## src/rtl/pipe_pkg.sv

```systemverilog
// ---------------------------------------------------------------------------
// pipe_pkg -- shared constants and types for the RV32I pipeline stages.
//   ALU_*   : ALUControl encodings consumed by the execute stage ALU
//   FWD_*   : hazard-unit forward-select encodings for operands A and B
//   m_ctrl_t: control bundle carried from the E stage into the M stage
// ---------------------------------------------------------------------------
package pipe_pkg;

    localparam logic [2:0] ALU_ADD = 3'b000;
    localparam logic [2:0] ALU_SUB = 3'b001;
    localparam logic [2:0] ALU_AND = 3'b010;
    localparam logic [2:0] ALU_OR  = 3'b011;
    localparam logic [2:0] ALU_SLT = 3'b101;

    localparam logic [1:0] FWD_RF  = 2'b00;
    localparam logic [1:0] FWD_WB  = 2'b01;
    localparam logic [1:0] FWD_MEM = 2'b10;

    typedef struct packed {
        logic reg_write;
        logic mem_write;
        logic result_src;
    } m_ctrl_t;

endpackage

```

## src/rtl/exec_alu.sv

```systemverilog
// ---------------------------------------------------------------------------
// exec_alu -- purely combinational execute-stage ALU.
//   SrcA, SrcB  : operands (XLEN)
//   ALUControl  : operation select (see pipe_pkg ALU_*)
//   Result      : operation result, wraps modulo 2^XLEN
//   Zero        : Result == 0, used for beq resolution
// Unlisted ALUControl codes produce 0.
// ---------------------------------------------------------------------------
module exec_alu
    import pipe_pkg::*;
#(
    parameter int XLEN = 32
) (
    input  logic [XLEN-1:0] SrcA,
    input  logic [XLEN-1:0] SrcB,
    input  logic [2:0]      ALUControl,
    output logic [XLEN-1:0] Result,
    output logic            Zero
);

    always_comb begin
        Result = '0;
        case (ALUControl)
            ALU_ADD: Result = SrcA + SrcB;
            ALU_SUB: Result = SrcA - SrcB;
            ALU_AND: Result = SrcA & SrcB;
            ALU_OR:  Result = SrcA | SrcB;
            ALU_SLT: Result = {{(XLEN-1){1'b0}}, ($signed(SrcA) < $signed(SrcB))};
            default: Result = '0;
        endcase
    end

    assign Zero = (Result == '0);

endmodule

```

## src/rtl/execute_cycle.sv

```systemverilog
// ---------------------------------------------------------------------------
// execute_cycle -- execute stage of the 5-stage RV32I pipeline.
//   Inputs : D->E register outputs (controls, RD1_E/RD2_E, Imm_Ext_E, RD_E,
//            PCE, PCPlus4E), hazard-unit ForwardAE/ForwardBE and the
//            forward paths ALUResultM_fw (M stage) and ResultW (W stage).
//   Outputs: PCSrcE/PCTargetE (combinational, back to fetch) and the E->M
//            register: RegWriteM, MemWriteM, ResultSrcM, RD_M, ALUResultM,
//            WriteDataM, PCPlus4M.
//   clk, rst: rst is asynchronous active-low and clears every M output.
// Optional build macro EXEC_PERF_CNT_EN adds exec_cnt (issued instructions
// that write, store or branch) and taken_cnt (taken branches).
// ---------------------------------------------------------------------------
module execute_cycle
    import pipe_pkg::*;
#(
    parameter int XLEN   = 32,
    parameter int REG_AW = 5
) (
    input  logic              clk,
    input  logic              rst,
    input  logic              RegWriteE,
    input  logic              ALUSrcE,
    input  logic              MemWriteE,
    input  logic              ResultSrcE,
    input  logic              BranchE,
    input  logic [2:0]        ALUControlE,
    input  logic [XLEN-1:0]   RD1_E,
    input  logic [XLEN-1:0]   RD2_E,
    input  logic [XLEN-1:0]   Imm_Ext_E,
    input  logic [REG_AW-1:0] RD_E,
    input  logic [XLEN-1:0]   PCE,
    input  logic [XLEN-1:0]   PCPlus4E,
    input  logic [1:0]        ForwardAE,
    input  logic [1:0]        ForwardBE,
    input  logic [XLEN-1:0]   ALUResultM_fw,
    input  logic [XLEN-1:0]   ResultW,
    output logic              PCSrcE,
    output logic [XLEN-1:0]   PCTargetE,
    output logic              RegWriteM,
    output logic              MemWriteM,
    output logic              ResultSrcM,
    output logic [REG_AW-1:0] RD_M,
    output logic [XLEN-1:0]   ALUResultM,
    output logic [XLEN-1:0]   WriteDataM,
    output logic [XLEN-1:0]   PCPlus4M
`ifdef EXEC_PERF_CNT_EN
    ,
    output logic [31:0]       exec_cnt,
    output logic [31:0]       taken_cnt
`endif
);

    logic [XLEN-1:0] src_a, fwd_b, src_b, alu_result;
    logic            zero;
    m_ctrl_t         ctrl_m;

    // Reserved select 2'b11 falls through to the register-file value.
    always_comb begin
        src_a = RD1_E;
        case (ForwardAE)
            FWD_WB:  src_a = ResultW;
            FWD_MEM: src_a = ALUResultM_fw;
            default: src_a = RD1_E;
        endcase
    end

    always_comb begin
        fwd_b = RD2_E;
        case (ForwardBE)
            FWD_WB:  fwd_b = ResultW;
            FWD_MEM: fwd_b = ALUResultM_fw;
            default: fwd_b = RD2_E;
        endcase
    end

    // Store data is the forwarded rs2, taken before the immediate mux.
    assign src_b = ALUSrcE ? Imm_Ext_E : fwd_b;

    exec_alu #(.XLEN(XLEN)) u_alu (
        .SrcA       (src_a),
        .SrcB       (src_b),
        .ALUControl (ALUControlE),
        .Result     (alu_result),
        .Zero       (zero)
    );

    assign PCSrcE    = BranchE & zero;
    assign PCTargetE = PCE + Imm_Ext_E;

    always_ff @(posedge clk or negedge rst) begin
        if (!rst) begin
            ctrl_m     <= '0;
            RD_M       <= '0;
            ALUResultM <= '0;
            WriteDataM <= '0;
            PCPlus4M   <= '0;
        end else begin
            ctrl_m     <= '{reg_write: RegWriteE, mem_write: MemWriteE, result_src: ResultSrcE};
            RD_M       <= RD_E;
            ALUResultM <= alu_result;
            WriteDataM <= fwd_b;
            PCPlus4M   <= PCPlus4E;
        end
    end

    assign RegWriteM  = ctrl_m.reg_write;
    assign MemWriteM  = ctrl_m.mem_write;
    assign ResultSrcM = ctrl_m.result_src;

`ifdef EXEC_PERF_CNT_EN
    always_ff @(posedge clk or negedge rst) begin
        if (!rst) begin
            exec_cnt  <= '0;
            taken_cnt <= '0;
        end else begin
            if (RegWriteE | MemWriteE | BranchE) exec_cnt <= exec_cnt + 32'd1;
            if (PCSrcE)                          taken_cnt <= taken_cnt + 32'd1;
        end
    end
`endif

endmodule

```

## config.mk

```make
export PLATFORM = sky130hd
export DESIGN_NAME = execute_cycle
export DESIGN_NICKNAME = d
export VERILOG_FILES = /design/src/rtl/pipe_pkg.sv /design/src/rtl/exec_alu.sv /design/src/rtl/execute_cycle.sv
export SDC_FILE = /design/constraint.sdc
export NUM_CORES = 1
export LEC_CHECK = 0
export CAP_MARGIN = 25
export CELL_PAD_IN_SITES_DETAIL_PLACEMENT = 1
export CELL_PAD_IN_SITES_GLOBAL_PLACEMENT = 1
export CORE_ASPECT_RATIO = 1.2
export CORE_MARGIN = 3
export CORE_UTILIZATION = 34
export CTS_BUF_LIST = sky130_fd_sc_hd__clkbuf_4 sky130_fd_sc_hd__clkbuf_8
export CTS_CLUSTER_DIAMETER = 80
export DETAILED_ROUTE_END_ITERATION = 16
export PLACE_DENSITY_LB_ADDON = 0.1
export SLEW_MARGIN = 20
export SYNTH_ARGS = -nofsm -noshare
export SYNTH_HDL_FRONTEND = slang
export SYNTH_HIERARCHICAL = 1
export SYNTH_SLANG_ARGS = --single-unit
```

## constraint.sdc

```tcl
create_clock -name clk -period 11 [get_ports clk]
set_input_delay 2.75 -clock clk [delete_from_list [all_inputs] [get_ports clk]]
set_output_delay 2.75 -clock clk [all_outputs]
set_load 0.05 [all_outputs]
```

==> results.yml, run 1 <==
cts:
  cts_root_buf: "clkbuf_8"
  post_cts_buffers: 0
  cts_made_buffers: 9
  cts.sinks: 104
  clk_path_buf_depth: 2
  cts_max_level: 3
  clkTransAtPathRegs_ns: 0.12
  cts_tree: "yes"
setup_path:
  worstSetupStartpoint: "ForwardAE[1]"
  crit_slowest_cell: "or4b_1"
  worstPathCellList: "clkdlybuf4s50_1 > inv_1 > ha_1 > buf_4 > a22oi_1 > o21ai_0 > inv_1 > ha_1 > or2_1 > a211oi_2 > a221oi_1 > buf_4 > o21ai_4 > nand3_2 > o21ai_1 > mux2i_1 > a2111o_1 > or4b_1 > nor4_2 > buf_4 > and4bb_1 > and2_4 > buf_12"
  required_ns: 8.25
  worst_setup_path_start_kind: "input pin"
  worstPathMaxFanout: 10
  critPathArrivalTime_ns: 8.04
  critPathMaxStageDelay_ns: 0.54
  end_kind: "output port"
  critPathKind: "input pin to output port"
  crit_top_cell: "buf_4"
power:
  ir_worst_vdd_uv: 53.0
  intPower_mw: 1.04
  p_per_area_mw_per_mm2: 125
  leakage_nw: 7.09
  comb_power_share_pct: 65.4
  seqPwrFrac_pct: 21.5
  switching_share_pct: 48.7
  switching_power_mw: 0.989
  clkPwrFrac_pct: 13.1
drt:
  ant_nets: 0
  wl_per_cell_um: 22.0
  vias: 12600
  drt_iter0_markers: 732
  first_pass_iters: 5
  vias_per_cell: 5.55
  drcViolationCount: 0
  wirelength_um: 49900
synthesis:
  synth_seq_cells: 104
  synth_area_leaders: "dfrtp_1, ha_1, o21ai_0"
  yosys.area.top_type_share_pct: 23.1
  syn-cell-area_mm2: 0.0113
  synth_edf_count: 0
  synth_fp_nets: 1819
  syn_area_per_cell_um2: 7.89
  post_synth_num_cell_types: 87
  yosysWarnings: 6
  synth_cells: 1431
  async_reset_ff_share_pct: 100
  ys_seq_area_share_pct: 23.1
  ys.flop_type: "dfrtp_1"
  yosysTopAreaCell: "dfrtp_1"
floorplanning:
  num_rows: 72
  dieArea_mm2: 0.0354
  io_pins: 380
  die_y_um: 206
  core-area_mm2: 0.0325
  die_x_um: 172
  initial_core_util_pct: 34.7
sta:
  layout_setup_ws_ns: 0.208
  holdWs_ns: 2.31
  hold_viol_final: 0
  timing.slew.headroom_pct: 28.4
  worstMarginPinSlew_ns: 1.07
  setup_tns_ns: 0
  period_minus_slack_ns: 10.79
  setup_viol: 0
  fmax_mhz: 92.7
  post-route-period-util_pct: 98.1
  final_max_slew_viol_count: 0
cells_and_area:
  drive_gt1_share_pct: 9.97
  nets: 2209
  finalNonFillerCells: 2271
  layout_common_cells: "clkdlybuf4s50_1, nand2_1, ha_1"
  syn2layout_area_growth_pct: 44.3
  multi_input_area_mm2: 0.00808
  fin_util_pct: 50.1
  final_common_cell: "clkdlybuf4s50_1"
  fill_cells: 3870
  seq_area_mm2: 0.00260
place:
  hpwl_um: 42000
  portBuffers: 379
  finalWeightedCongestion: 0.931
  dp_slack_ns: -0.153
  dp_cells: 2254
global_routing:
  first_global_vias: 13100
  antenna_found_initial: 4
  globalRouteOverflowTotal: 0
  grt_max_degree: 70
  gr-usage-all-layers_pct: 27.2
  grt_pass1_wl_um: 75000
outcome:
  status: "complete, no violations"
worst_hold_path:
  hp-class: "input pin to async pin"
run:
  max_cap_violations: 0
power by group through the flow:
stage | Clock (mW) | Sequential, mW | Combinational (mW)
after global routing | 0.288 | 0.439 | 1.42
after CTS | 0.275 | 0.436 | 1.31
after detailed placement | 0 | 0.444 | 1.29
after floorplan | 0 | 0.591 | 0.648
final | 0.267 | 0.435 | 1.33
after global placement | 0 | 0.442 | 1.28
timing repair:
item | in CTS | in global routing
hold buffers | 0 | 0
resized for setup | 8 | 26
pin swaps | 0 | 3
endpoints found under the setup margin | 1 | 1
endpoints found under the hold margin | 0 | 0
cells by family (layout without fill, tap and decap cells):
| group | count (synthesis) | in the layout | synth area share, % |
|---|---|---|---|
| fa+ha+maj | 145 | 145 | 16.3 |
| compound gates | 507 | 507 | 30.1 |
| other cells | 0 | 2 | 0 |
| buf+inv | 187 | 581 | 6.54 |
| mux | 37 | 37 | 3.76 |
| xor+xnor | 52 | 52 | 4.04 |
| flops | 104 | 104 | 23.1 |
| simple gates | 399 | 399 | 16.3 |
final cells by class:
cell class                      instances  area share, %
Antenna cell                            2         0.0307
Timing Repair Buffer                  461           27.4
Multi-Input combinational cell       1140           49.6
Clock inverter                          5          0.400
Sequential cell                       104           16.0
Clock buffer                           10          0.807
Inverter                              105           2.42
Tap cell                              444           3.41
cells in the mapped netlist, types with 7 or more instances:
cell       number
clkbuf_1       56
o211ai_1       22
o21bai_1       10
buf_2          17
o31ai_1        12
a31oi_1        10
nand2_1       145
a2111oi_0       8
a22oi_1        67
a21o_1         35
nor4_1         10
ha_1          142
o22ai_1        11
inv_1         104
nand3_1        33
o21ai_0       120
nor3_1         14
a21oi_1       101
and2_1          8
nor2b_1        16
xor2_1         14
mux2_2         33
xnor2_1        38
nand4_1        14
o21a_1          7
nor2_1        112
and3_1          9
a211oi_1       18
dfrtp_1       104
metrics by stage:
| step | instance area, um2 | power [mW] |
|---|---|---|
| final | 16300 | 2.03 |
| after global routing | 16300 | 2.15 |
| after floorplan | 11300 | 1.24 |
| after CTS | 16200 | 2.02 |
| after detailed placement | 15900 | 1.74 |
| after global placement | 15900 | 1.72 |
final timing paths:
kind                                      endpoint  cells after the start
min in group clk             PCPlus4M[5]$_DFF_PN0_                      1
min                        WriteDataM[3]$_DFF_PN0_                      1
max in group asynchronous    PCPlus4M[9]$_DFF_PN0_                      2
max                                         PCSrcE                     23
worst max-delay path, delay by kind of cell:
family / cells / cell delay [ns]
buf+inv: 7 / 1.32
mux: 1 / 0.12
fa+ha+maj: 2 / 0.55
simple gates: 6 / 1.48
compound gates: 7 / 1.80
metal layers:
layer,up-vias,track usage [%],part of all wire (%),wire length [um]
li1,5966,-,-,-
met1,6131,35.0,43,21600
met2,448,45.3,47,23400
met3,54,7.01,7.9,3930
met4,2,7.22,2.0,977
met5,-,0,0.026,13
registers in the layout, indices dropped and copies added (netlist names):
name,count
ALUResultM,32
MemWriteM,1
PCPlus4M,32
RD_M,5
RegWriteM,1
ResultSrcM,1
WriteDataM,32
Note: power is estimated with default switching activity, not from simulation.
==> run 2, diff against run 1 <==
Clock period 11 ns to 10.7 ns, I/O delays scaled along.
==> results.yml, run 2 (synthesized netlist as in run 1, its figures left out) <==
outcome:
  status: "complete, no violations"
floorplanning:
  die_y_um: 206
  num_rows: 72
  dieArea_mm2: 0.0354
  initial_core_util_pct: 34.7
  die_x_um: 172
  io_pins: 380
  core-area_mm2: 0.0325
cells_and_area:
  largestRegisters: "ALUResultM x32, PCPlus4M x32, WriteDataM x32"
  layout_common_cells: "clkdlybuf4s50_1, nand2_1, ha_1"
  syn2layout_area_growth_pct: 48.1
  fin_util_pct: 51.4
  nets: 2233
  final_common_cell: "clkdlybuf4s50_1"
  drive_gt1_share_pct: 12.9
sta:
  timing.slew.headroom_pct: 35.1
  fmax_mhz: 95.4
  post-route-period-util_pct: 97.9
  period_minus_slack_ns: 10.48
  setup_viol: 0
  final_max_slew_viol_count: 0
  setup_tns_ns: 0
  hold_viol_final: 0
  worstMarginPinSlew_ns: 0.969
  rsz0062_at_grt: "false"
drt:
  vias_per_cell: 5.50
  drt_iter0_markers: 642
  drcViolationCount: 0
  first_pass_iters: 7
  ant_nets: 0
  vias: 12600
  wirelength_um: 50600
  wl_per_cell_um: 22.0
place:
  portBuffers: 379
  hpwl_um: 42300
  finalWeightedCongestion: 0.903
global_routing:
  antenna_found_initial: 1
  globalRouteOverflowTotal: 0
  grt_max_degree: 78
  gr-usage-all-layers_pct: 27.7
  first_global_vias: 13200
  grt_pass1_wl_um: 76100
setup_path:
  crit_slowest_cell: "clkdlybuf4s50_1"
  worstPathMaxFanout: 20
  path_buf_inv: 8
  cp-endpoint: "PCSrcE"
  critPathMaxStageDelay_ns: 0.50
  end_kind: "output port"
  worst_setup_path_start_kind: "input pin"
  critPathKind: "input pin to output port"
  path_depth: 25
  required_ns: 8.03
  worstSetupStartpoint: "ForwardBE[0]"
  cp_top_family: "simple AND/OR/NAND/NOR gates"
  critPathArrivalTime_ns: 7.81
  crit_top_cell: "buf_4"
cts:
  cts_tree: "yes"
  cts_root_buf: "clkbuf_8"
  cts.sinks: 104
  cts_hold_buf: 0
  clkTransAtPathRegs_ns: 0.13
  cts_max_level: 3
  clk_path_buf_depth: 2
  cts_made_buffers: 9
power:
  p_per_area_mw_per_mm2: 128
  ir_worst_vdd_uv: 60.4
  leakage_nw: 7.25
run:
  max_cap_violations: 0
worst_hold_path:
  hp-class: "input pin to async pin"
## run 2: timing repair
item / 4_1_cts / 5_1_grt
setup buffers: 4 / 3
endpoints found under the setup margin: 1 / 1
resized for setup: 11 / 89
cloned: 0 / 0
pin swaps: 4 / 10
## run 2: how the worst min path moves through the flow
stage / from / endpoint / slack [ns] / cells after the start
2_1_floorplan: rst / ALUResultM[0]$_DFF_PN0_ / 2.38 / 0
3_3_place_gp: rst / PCPlus4M[8]$_DFF_PN0_ / 2.70 / 1
3_5_place_dp: rst / PCPlus4M[8]$_DFF_PN0_ / 2.71 / 1
4_1_cts: rst / WriteDataM[3]$_DFF_PN0_ / 2.24 / 1
5_1_grt: rst / WriteDataM[1]$_DFF_PN0_ / 2.26 / 1
6_report: rst / WriteDataM[1]$_DFF_PN0_ / 2.25 / 1
## run 2: layer usage
layer  up-vias  routed length [um]  track usage, %
li1       6000                   -               -
met1      6127               22100            36.1
met2       441               23600            46.1
met3        44                3930            6.86
met4         0                 902            6.30
met5         -                   0               0
## run 2: area by class of cell
class | count | area (um2)
Clock inverter | 5 | 50.0
Antenna cell | 1 | 2.50
Multi-Input combinational cell | 1140 | 8260
Clock buffer | 11 | 151
Fill cell | 3873 | 15800
Sequential cell | 104 | 2600
Tap cell | 444 | 556
Timing Repair Buffer | 485 | 4690
Inverter | 105 | 398
## run 2: per-stage QoR
stage               total power [mW]  hold slack (ns)  cells  area [um2]  setup slack [ns]
finish                          2.14             2.25   2295       16700             0.220
global route                    2.27             2.26   2295       16700           0.00175
CTS                             2.10             2.24   2291       16400           0.00171
detailed placement              1.81             2.71   2271       16100            -0.285
global placement                1.79             2.70   2271       16100            -0.154
floorplan                       1.27             2.38   1431       11300             0.960
## run 2: power breakdown
part | total [mW] | internal (mW) | switching (mW) | leakage (nW)
registers | 0.448 | 0.434 | 0.0134 | 1.28
logic | 1.42 | 0.558 | 0.863 | 5.87
clock network | 0.271 | 0.101 | 0.170 | 0.0989
total | 2.14 | 1.09 | 1.05 | 7.25
